## config.mk

```make
export PLATFORM = sky130hd
export DESIGN_NAME = pipe_stall_ctrl
export DESIGN_NICKNAME = d
export VERILOG_FILES = /design/src/rtl/pipe_stall_ctrl.sv
export SDC_FILE = /design/constraint.sdc
export NUM_CORES = 1
export LEC_CHECK = 0
export BUFFER_PORTS_ARGS = -buffer_cell sky130_fd_sc_hd__buf_4
export CAP_MARGIN = 20
export CORE_AREA = 5 5 127 129
export CTS_BUF_LIST = sky130_fd_sc_hd__clkbuf_4
export DETAILED_ROUTE_END_ITERATION = 12
export DIE_AREA = 0 0 132 134
export PLACE_DENSITY = 0.82
export SLEW_MARGIN = 20
export SYNTH_ARGS = -nofsm -noshare
export SYNTH_HDL_FRONTEND = slang
export SYNTH_SLANG_ARGS = --single-unit
```

## constraint.sdc

```tcl
create_clock -name clk -period 5.1 [get_ports clk]
set_clock_uncertainty 0.15 [all_clocks]
set_input_delay 0.255 -clock clk [delete_from_list [all_inputs] [get_ports clk]]
set_output_delay 0.255 -clock clk [all_outputs]
set_load 0.03 [all_outputs]
```

## src/rtl/pipe_stall_ctrl.sv

```systemverilog
// Central stall/flush sequencer for the 10-stage pipeline.
// Stage order: 0 pc, 1 if, 2 ic, 3 id, 4 ex, 5 dtlb, 6 dt, 7 dcache, 8 mem, 9 wb.
// The deepest active stall requester selects a stall pattern that is
// contiguous from stage 0. Exception/eret redirects become a one-cycle
// flush, which is deferred while a dcache access is outstanding.
// Saturating counters record which stall cause won each cycle.
module pipe_stall_ctrl #(
   parameter int CNT_W = 32
) (
   input  logic             clk,
   input  logic             rst,
   input  logic             stallreq_icache,
   input  logic             stallreq_for_load,
   input  logic             stallreq_for_ex,
   input  logic             stallreq_dcache,
   input  logic             except_valid,
   input  logic [31:0]      except_target,
   input  logic             perf_clr,
   output logic [9:0]       stall,
   output logic             flush,
   output logic [31:0]      new_pc,
   output logic             ctrl_busy,
   output logic [CNT_W-1:0] cnt_icache,
   output logic [CNT_W-1:0] cnt_load,
   output logic [CNT_W-1:0] cnt_ex,
   output logic [CNT_W-1:0] cnt_dcache
);

   localparam logic [1:0] ST_IDLE    = 2'd0;
   localparam logic [1:0] ST_WAIT_DC = 2'd1;
   localparam logic [1:0] ST_FLUSH   = 2'd2;
   localparam logic [1:0] ST_HOLD    = 2'd3;

   // Index of each cause in the one-hot winner vector and the counter bank.
   localparam int C_ICACHE = 0;
   localparam int C_LOAD   = 1;
   localparam int C_EX     = 2;
   localparam int C_DCACHE = 3;

   logic [1:0]           state_reg;
   logic [1:0]           state_next;
   logic [31:0]          pend_pc_reg;
   logic [31:0]          pend_pc_next;
   logic [3:0]           win;
   logic [9:0]           req_stall;
   logic                 count_en;
   logic [4*CNT_W-1:0]   cnt_flat;

   // Priority select: only the deepest requester's pattern is driven, never an OR.
   always_comb begin
      win       = 4'b0000;
      req_stall = 10'h000;
      if (stallreq_dcache) begin
         win[C_DCACHE] = 1'b1;
         req_stall     = 10'h1FF;
      end else if (stallreq_for_ex) begin
         win[C_EX]     = 1'b1;
         req_stall     = 10'h01F;
      end else if (stallreq_for_load) begin
         win[C_LOAD]   = 1'b1;
         req_stall     = 10'h00F;
      end else if (stallreq_icache) begin
         win[C_ICACHE] = 1'b1;
         req_stall     = 10'h007;
      end
   end

   // Redirect sequencer next-state; a redirect is only accepted in IDLE.
   always_comb begin
      state_next   = state_reg;
      pend_pc_next = pend_pc_reg;
      case (state_reg)
         ST_IDLE: begin
            if (except_valid) begin
               pend_pc_next = except_target;
               state_next   = stallreq_dcache ? ST_WAIT_DC : ST_FLUSH;
            end
         end
         ST_WAIT_DC: begin
            if (!stallreq_dcache) begin
               state_next = ST_FLUSH;
            end
         end
         ST_FLUSH: begin
            state_next = ST_HOLD;
         end
         ST_HOLD: begin
            // One dead cycle so a stale except_valid from the next
            // instruction cannot start a second redirect.
            state_next = ST_IDLE;
         end
         default: begin
            state_next = ST_IDLE;
         end
      endcase
   end

   // Sequencer state and latched redirect target.
   always_ff @(posedge clk) begin
      if (rst) begin
         state_reg   <= ST_IDLE;
         pend_pc_reg <= 32'h0000_0000;
      end else begin
         state_reg   <= state_next;
         pend_pc_reg <= pend_pc_next;
      end
   end

   // Flush wins over any stall request so the flushed stages really clear.
   assign stall     = (state_reg == ST_FLUSH) ? 10'h000 : req_stall;
   assign flush     = (state_reg == ST_FLUSH);
   assign new_pc    = (state_reg == ST_FLUSH) ? pend_pc_reg : 32'h0000_0000;
   assign ctrl_busy = (state_reg != ST_IDLE);

   // Stall time spent during FLUSH/HOLD is redirect overhead, not a stall cause.
   assign count_en  = (state_reg == ST_IDLE) || (state_reg == ST_WAIT_DC);

   generate
      for (genvar gi = 0; gi < 4; gi++) begin : g_cnt
         logic [CNT_W-1:0] cnt_reg;

         // Saturating per-cause counter; clear takes priority over increment.
         always_ff @(posedge clk) begin
            if (rst || perf_clr) begin
               cnt_reg <= '0;
            end else if (count_en && win[gi] && (cnt_reg != {CNT_W{1'b1}})) begin
               cnt_reg <= cnt_reg + 1'b1;
            end
         end

         assign cnt_flat[gi*CNT_W +: CNT_W] = cnt_reg;
      end
   endgenerate

   assign cnt_icache = cnt_flat[C_ICACHE*CNT_W +: CNT_W];
   assign cnt_load   = cnt_flat[C_LOAD*CNT_W   +: CNT_W];
   assign cnt_ex     = cnt_flat[C_EX*CNT_W     +: CNT_W];
   assign cnt_dcache = cnt_flat[C_DCACHE*CNT_W +: CNT_W];

endmodule

```

# [After elaboration in Yosys (flattened, before gate mapping)]
# Cells that the tools add are included.
[word_totals] mem_count=0 input_bits=40 out_inout_bits=172 elab_cells=50 romBits=0 ff_bits=162 ram_bits=0 latch_bits=0
[op_classes] mul=0 n_addsub=4 n_shift=0 n_eq_ne=9 n_mux=17 bitwise=0 reduce_logical=14 n_div=0 magnitude_cmp=0
[ops] operator="$add 32x1->32 const B" n=4
[ops] operator="$ne 32x32->1 const B" n=4
[ops] operator="$mux 32" n=1
[ops] operator="$mux 10" n=1
[ops] operator="$mux 9" n=1
[ops] operator="$logic_and 1x1->1" n=8
[ops] operator="$mux 2" n=4
[ops] operator="$pmux 2 s4" n=1
[ops] operator="$mux 3" n=2
[ops] operator="$mux 1" n=5
[ops] operator="$mux 5" n=1
[ops] operator="$eq 2x2->1 const B" n=2
[ops] operator="$mux 4" n=1
[ops] operator="$ne 2x2->1 const B" n=2
[ops] operator="$reduce_and 2->1" n=2
[ops] operator="$eq 2x1->1 const B" n=1
[ops] operator="$logic_not 2->1" n=1
[ops] operator="$logic_or 1x1->1" n=2
[ops] operator="$reduce_bool 2->1" n=1

# [Depth between registers and ports, before layout]
# Gate-level depths: netlist (run 1).
[logic_depth] depth_word=6 mapped_depth=11 mapped_depth_nobuf=7

# [Least setup slack after synthesis (run 1)]
# Ideal clock, no wire load.
[synth_path] path_type="register to register" from="reg g_cnt[0].cnt_reg[8] (netlist: cnt_icache[8])" to="reg g_cnt[0].cnt_reg[26] (netlist: cnt_icache[26])" arrival_time_ps=2423 n_path_buf=1 path_stages_with_launch=7 t_required_ps=4880 setup_ps=70 setup_slack_ps=2456 synth_period_minus_slack_ps=2644 cell_sequence="dfxtp_1 -> nand4_4 -> or4_1 -> buf_2 -> or4b_4 -> or3_1 -> a21oi_1"
[synth_between] elab_chain_cells=2 word_cells_on_any_way=3 classes_between="add/sub (1); eq/ne (1); reduce/logical (1)"
[synth_rtl] item="start: declaration" line_no="120" rtl="logic [CNT_W-1:0] cnt_reg;"
[synth_rtl] item="start signal: assignment" line_no="127" rtl="cnt_reg <= cnt_reg + 1'b1;"
[synth_rtl] item="branches (longest 2 deep; another with $add 32x1->32)"
# Several ways; the timed one is not identified.
# A chain may end at the register's enable or synchronous reset.

# [Worst setup path after layout (run 1)]
[layout_path] from="reg g_cnt[3].cnt_reg[12] (netlist: cnt_dcache[12])" to="reg g_cnt[3].cnt_reg[9] (netlist: cnt_dcache[9])"
[layout_between] elab_chain_cells=2
[layout_rtl] item="start: declaration" line_no="120"
[layout_rtl] item="start signal: assignment" line_no="127"
[layout_rtl] item="$ne 32x32->1" line_no="126" rtl="end else if (count_en && win[gi] && (cnt_reg != {CNT_W{1'b1}})) begin"
[layout_rtl] item="$logic_and 1x1->1" line_no="126"
# Every way passes these cells.

==> results of run 1 <==
-- kinds of logic after synthesis --
| logic type | Yosys count | share of synthesized area [%] |
|---|---|---|
| XOR/XNOR | 24 | 2.62 |
| AO/OA/AOI/OAI | 238 | 18.2 |
| multiplexers | 12 | 1.49 |
| AND/OR/NAND/NOR | 476 | 31.8 |
| buffers and inverters | 82 | 4.24 |
| other | 1 | 0.0467 |
| flip-flops | 162 | 40.4 |
| adder cells (fa/ha/maj) | 8 | 1.25 |
-- cell usage after synthesis (13+ instances only) --
cell	n	area share [%]
dfxtp_1	162	40
nand2_1	135	6.3
a21oi_1	105	6.5
or3_1	60	4.7
nor2_1	58	2.7
o21ai_0	48	3.0
clkbuf_1	47	2.2
nand3_1	44	2.7
nand4_1	40	3.1
and2_1	37	2.9
or4_1	25	2.3
and4_1	21	2.3
inv_1	21	0.98
o31ai_1	19	1.8
nor4_1	16	1.2
xnor2_1	15	1.6
o211ai_1	13	1.2
-- how the worst max path moves through the flow --
stage | slack, ns | from | cells past startpoint | to
floorplan | 2.46 | cnt_icache[8] | 6 | cnt_icache[26]
global placement | 2.34 | cnt_icache[8] | 5 | cnt_icache[1]
detailed placement | 2.26 | cnt_icache[8] | 5 | cnt_icache[1]
CTS | 2.23 | cnt_icache[8] | 5 | cnt_icache[1]
global route | 2.02 | cnt_dcache[12] | 5 | cnt_dcache[11]
finish | 2.24 | cnt_dcache[12] | 5 | cnt_dcache[9]
-- what timing repair did --
item	in CTS	in global routing
hold buffers	38	1
endpoints found under the setup margin	0	0
endpoints found under the hold margin	47	2
-- metal layers --
| layer | GRT usage, % | part of all wire (%) | vias to the layer above |
|---|---|---|---|
| met3 | 9.08 | 9.2 | 43 |
| met1 | 33.5 | 43 | 3943 |
| met4 | 8.63 | 2.3 | 0 |
| met2 | 40.9 | 46 | 303 |
| li1 | - | - | 4129 |
| met5 | 0 | 0 | - |
-- area by class of cell --
cell class                 instances  area (um^2)  area share (%)
clock buffer                      20          150            1.45
antenna                            1         2.50          0.0241
sequential                       162         3240            31.3
inverter                          21         78.8           0.760
multi-input combinational        759         4470            43.1
tap                              188          235            2.27
clock inverter                    12          188            1.81
timing repair buffer             254         2000            19.3
-- cell usage in the layout, fill, tap and decap left out, types with 25 or more instances in the layout --
master | synthesis | routed
buf_4 | 7 | 215
or4_1 | 25 | 25
nand2_1 | 135 | 134
o21ai_0 | 48 | 48
dfxtp_1 | 162 | 162
nand3_1 | 44 | 44
or3_1 | 60 | 60
dlygate4sd3_1 | 0 | 39
nand4_1 | 40 | 40
a21oi_1 | 105 | 105
nor2_1 | 58 | 56
and2_1 | 37 | 37
-- power by group --
| group | total [uW] | internal, uW | leakage, uW | switching (uW) |
|---|---|---|---|---|
| registers | 1350 | 1320 | 0.00131 | 33.4 |
| clock network | 898 | 449 | 0.000178 | 449 |
| logic | 661 | 222 | 0.00238 | 439 |
| total | 2910 | 1990 | 0.00387 | 921 |
-- stage by stage --
| stage | util, % | cell area (um^2) | setup WS [ns] | std cells | hold WS, ns |
|---|---|---|---|---|---|
| 2_1_floorplan | - | 8040 | 2.46 | 1003 | 0.241 |
| 3_3_place_gp | 64.6 | 9640 | 2.34 | 1345 | 0.287 |
| 3_5_place_dp | 64.6 | 9640 | 2.26 | 1345 | 0.292 |
| 4_1_cts | 69.4 | 10400 | 2.23 | 1415 | 0.000361 |
| 5_1_grt | 69.5 | 10400 | 2.02 | 1417 | 0.117 |
| 6_report | 69.5 | 10400 | 2.24 | 1417 | 0.0583 |
-- worst max-delay path, delay by kind of cell, from the launching register on --
family             cells  cell delay [ns]
DFF                    1             0.47
and+or+nand+nor        4             2.03
AOI/OAI and AO/OA      1             0.06
==> impl_results.md, run 1 <==
* Gpl congestion at ~0.85
* Top FF cell, synth: dfxtp_1
* Mapped cell area at ~8000 um^2
* Root buf cell: clkbuf_4
* R2R cell count at 5
* Final ANT Viol Nets at 0
* Core ar. at 14900 um^2
* FMAX at between 0.3 and 0.4 GHz
* Max-Cap Viols at 0
* Post-CTS sizing at 0
* Hold endpoint: state_reg[1]
* Initial DRC Count at approximately 540
* Crit. End Element: flop
* Final Hold Viols at 0
* Worst EP required at 5.37 ns
* Die height at between 100 and 150 um
* Synth Net Count at 1051
* CP max-delay cell: and4_1
* Max incr delay on CP at 0.77 ns
* Crit path launch type: flop
* Port Buffers at between 200 and 250
* Syn avg cell area at between 8 and 9 um^2
* Fillers at 1184
* Initial antenna violation count at 1
* FF+latch count, synth at roughly 160
* Residual DRC count at 0
* Sequential fraction of the synthesis area at 40.4%
* Outcome: finished, final reports clean
* Worst Min Path Start: except_valid
* Asr flop ratio synth at 0%
* RSZ-0062 raised after global routing: no
* Synthesis Warnings at 0
* H-tree levels at 4
* CP max FO at 25
* Clock sink count at about 160
* FF-to-FF End: cnt_dcache[9]
* DP HPWL at 16100 um
* Leakage power at approximately 0.0039 uW
* Vias in the first global route at between 7000 and 8000
* Pin count of the biggest net entering global routing at 73
* Layout area overhead at 29.1%
* Final min period at ~2.9 ns
* Cell variety after synth at 53
* Crit path DAT at 3.13 ns
* Die area at 17700 um^2
* # IOs at roughly 210
* Share of layout cells above drive strength 1 at about 22%
* Post-Route WL at 23700 um
* Crit-path cells: nand4_1 > nor4_1 > and4_1 > or4b_2 > a21oi_1
* Initial Utilization at 53.9%
* CTS Buf Count at 17
* Worst Max-Slew Pin Slew at between 1 and 1.5 ns
* Total grt overflow at 0
* Vias at approximately 8400
* Design Power at 2910 uW
* Clock transition at path regs at 0.13 ns
* Relative slew slack at between 20% and 30%
* Post-Route Setup TNS at 0 ns
* Post-CTS Setup Inserts at 0
* Clock latency at the later pin of the worst-skew pair at 0.57 ns
* Setup violations, final at 0
* Kind of critical path: flop to flop
* Row count at 45
* GR Util All Layers at 26.0%
* Reg2reg setup slack at roughly 2.2 ns
* Die W at around 130 um
* Number of nets in the layout at 1263
* Post-Synthesis Cells at 1003
* TritonCTS clock tree: done
* Post-synth EDFFs at 0
* Wirelength per Cell at 16.7 um
* Clock Path Buffers at 2
* Slew Limit Fails at 0
* DR vias/cell at approximately 6
* Worst hold path class: primary input to flop
* First-pass GRT wire length at between 30000 and 40000 um
* DRT Pass-1 Iters at 5
* Pwr/cell area at about 280 nW/um^2
* Fin crit share at 56.2%
* Peak supply drop at around 360 uV
* R2R Path Start: cnt_dcache[12]
* Hold path depth at 5
Note: power is estimated with default switching activity, not from simulation.
==> inputs of run 2 (changes only) <==
==> constraint.sdc (replaced) <==
create_clock -name clk -period 2.85 [get_ports clk]
set_clock_uncertainty 0.15 [all_clocks]
set_input_delay 0.1425 -clock clk [delete_from_list [all_inputs] [get_ports clk]]
set_output_delay 0.1425 -clock clk [all_outputs]
set_load 0.03 [all_outputs]
==> run 2 against run 1 <==
Sequential power rose by 80%. Worst setup slack worse by 2.0 ns. Clock-buffer cell count up 2. Power grew 79%. Flip-flop and latch count is the same. Maximum frequency grew 7.9%. Largest cell class unchanged. Die area unchanged. Cell area is 4.2% higher. Critical path depth rose by 2. Via count grew 4.2%.
==> impl_results.md, run 2 (synthesis results as in run 1) <==
* Die W at 132 um (unchanged)
* CTS Buf Count at 17 (unchanged)
* Pwr/cell area at 484 nW/um^2 (+72%)
* Kind of critical path: flop to flop
* Worst Max-Slew Pin Slew at 0.991 ns (-0.0895 ns)
* DR vias/cell at 5.98 (+0.69%)
* Clock latency at the later pin of the worst-skew pair at 0.55 ns (-0.02 ns)
* Wirelength per Cell at 17.5 um (+4.3%)
* H-tree levels at 4 (unchanged)
* Row count at 45 (unchanged)
* Post-Route WL at 25600 um (+7.9%)
* Total grt overflow at 0 (unchanged)
* Share of layout cells above drive strength 1 at 22.5% (+0.49 points)
* Multi-input gate area at 4480 um^2 (+0.17%)
* Gpl congestion at 0.860 (+1.8%)
* # IOs at 212 (unchanged)
* Worst EP required at 3.18 ns (-2.19 ns)
* Port Buffers at 210 (unchanged)
* Worst path top cell family by delay: simple AND/OR/NAND/NOR gates
* Leakage power at 0.00415 uW (+7.3%)
* TritonCTS clock tree: done
* Layout area overhead at 34.5%
* Initial DRC Count at 585 (+9.3%)
* GR Util All Layers at 27.9% (+1.9 points)
* Commonest non-fill, non-tap cells in the layout: buf_4, dfxtp_1, nand2_1
* Commonest non-fill, non-tap cell in the layout: buf_4
* Setup violations, final at 0 (unchanged)
* Core ar. at 14900 um^2 (unchanged)
* Max incr delay on CP at 0.54 ns (-0.23 ns)
* Fin crit share at 93.1% (+37 points)
* Relative slew slack at 33.9% (+6.0 points)
* Post-Route Setup TNS at 0 ns (unchanged)
* FMAX at 0.377 GHz (+7.9%)
* Number of nets in the layout at 1312 (+3.9%)
* Die height at 134 um (unchanged)
* CP max-delay cell: or4_1
* Initial Utilization at 53.9% (unchanged)
* Max-Cap Viols at 0 (unchanged)
* Die area at 17700 um^2 (unchanged)
* Pin count of the biggest net entering global routing at 84 (+15%)
* Sequential cell area at 3240 um^2 (unchanged)
* Fillers at 1120 (-5.4%)
* Internal Power at 3510 uW (+76%)
* Initial antenna violation count at 0 (-1)
* Clock Path Buffers at 2 (unchanged)
* Outcome: finished, final reports clean
* DRT Pass-1 Iters at 5 (unchanged)
* Residual DRC count at 0 (unchanged)
* Seq pwr share at 46.5% (about the same)
* Final Hold Viols at 0 (unchanged)
* Slew Limit Fails at 0 (unchanged)
* Design Power at 5230 uW (+79%)
* Switch Pwr at 1720 uW (+86%)
* Crit path DAT at 2.99 ns (-0.14 ns)
* CP max FO at 16 (-36%)
* Final ANT Viol Nets at 0 (unchanged)
* RSZ-0062 raised after global routing: no
* Clock transition at path regs at 0.14 ns (about the same)
* Final min period at 2.65 ns (-0.210 ns)
* Clk network pwr share at 28.1% (-2.7 points)
* First-pass GRT wire length at 41600 um (+6.8%)
* Vias at 8769 (+4.2%)
* CP bufs+invs at 1 (+1)
* Crit-path cells: inv_1 > ha_1 > nor2_1 > or3_1 > a311o_1 > or4_1 > a21oi_1
* Post-CTS Setup Inserts at 0 (unchanged)
* DP HPWL at 16400 um (+1.9%)
* Worst hold path class: primary input to flop
* Combinational fraction of design power at 25.4% (+2.7 points)
* Peak supply drop at 516 uV (+43%)
* Net Sw Frac at 32.9% (+1.2 points)
* Crit. End Element: flop
* Crit path launch type: flop
* Clock sink count at 162 (unchanged)
* Vias in the first global route at 8228 (+6.0%)
* Root buf cell: clkbuf_4
run 2: power groups by stage:
| stage | Combinational [uW] | Clock, uW | Sequential (uW) |
|---|---|---|---|
| 2_1_floorplan | 769 | 0 | 2460 |
| 3_3_place_gp | 1100 | 0 | 2460 |
| 3_5_place_dp | 1120 | 0 | 2460 |
| 4_1_cts | 1270 | 1480 | 2410 |
| 5_1_grt | 1420 | 1590 | 2440 |
| 6_report | 1330 | 1470 | 2430 |
run 2: cell type report:
type                    count  share of cell area, %
multi-input cells         759                   41.4
flip-flops and latches    162                   30.0
repair buffers            303                   22.8
well taps                 188                   2.18
clock buffers              22                   1.53
clock inverters            10                   1.25
inverters                  21                  0.729
diodes                      1                 0.0232
run 2: what timing repair did:
| action | 4_1_cts | 5_1_grt |
|---|---|---|
| setup endpoints to repair | 0 | 10 |
| resized for setup | 0 | 4 |
| endpoints found under the hold margin | 57 | 0 |
| hold buffers | 72 | 0 |
run 2: worst paths after layout:
| path | startpoint | to | slack (ns) | cells after the start |
|---|---|---|---|---|
| min reg2reg | cnt_ex[23] | cnt_ex[23] | 0.35 | 2 |
| max reg2reg | state_reg[1] | cnt_dcache[23] | 0.20 | 7 |
| max | state_reg[1] | cnt_dcache[23] | 0.20 | 7 |
| min | stallreq_for_ex | cnt_icache[28] | 0.08 | 6 |
run 2: worst reg2reg max path, cell delays in order, from the launching register on:
cell	delay (ns)
dfxtp_1	0.35
inv_1	0.10
ha_1	0.28
nor2_1	0.14
or3_1	0.41
a311o_1	0.46
or4_1	0.54
a21oi_1	0.16
run 2: through the flow:
stage               std cells  cell area, um^2  worst slack [ns]  util [%]  hold slack [ns]
floorplan                1003             8040             0.206         -            0.128
global route             1465            10800            0.0321      72.4           0.0684
detailed placement       1361             9770            0.0898      65.5            0.248
CTS                      1465            10800            0.0999      72.3           0.0326
finish                   1466            10800             0.196      72.4           0.0790
global placement         1361             9770             0.216      65.5            0.239
run 2: per-layer routing:
metal	GRT usage [%]	routed length [um]	vias up
met1	35.2	10800	4163
met4	8.29	417	0
li1	-	-	4225
met3	9.79	2310	39
met5	0	0	-
met2	45.3	12100	342
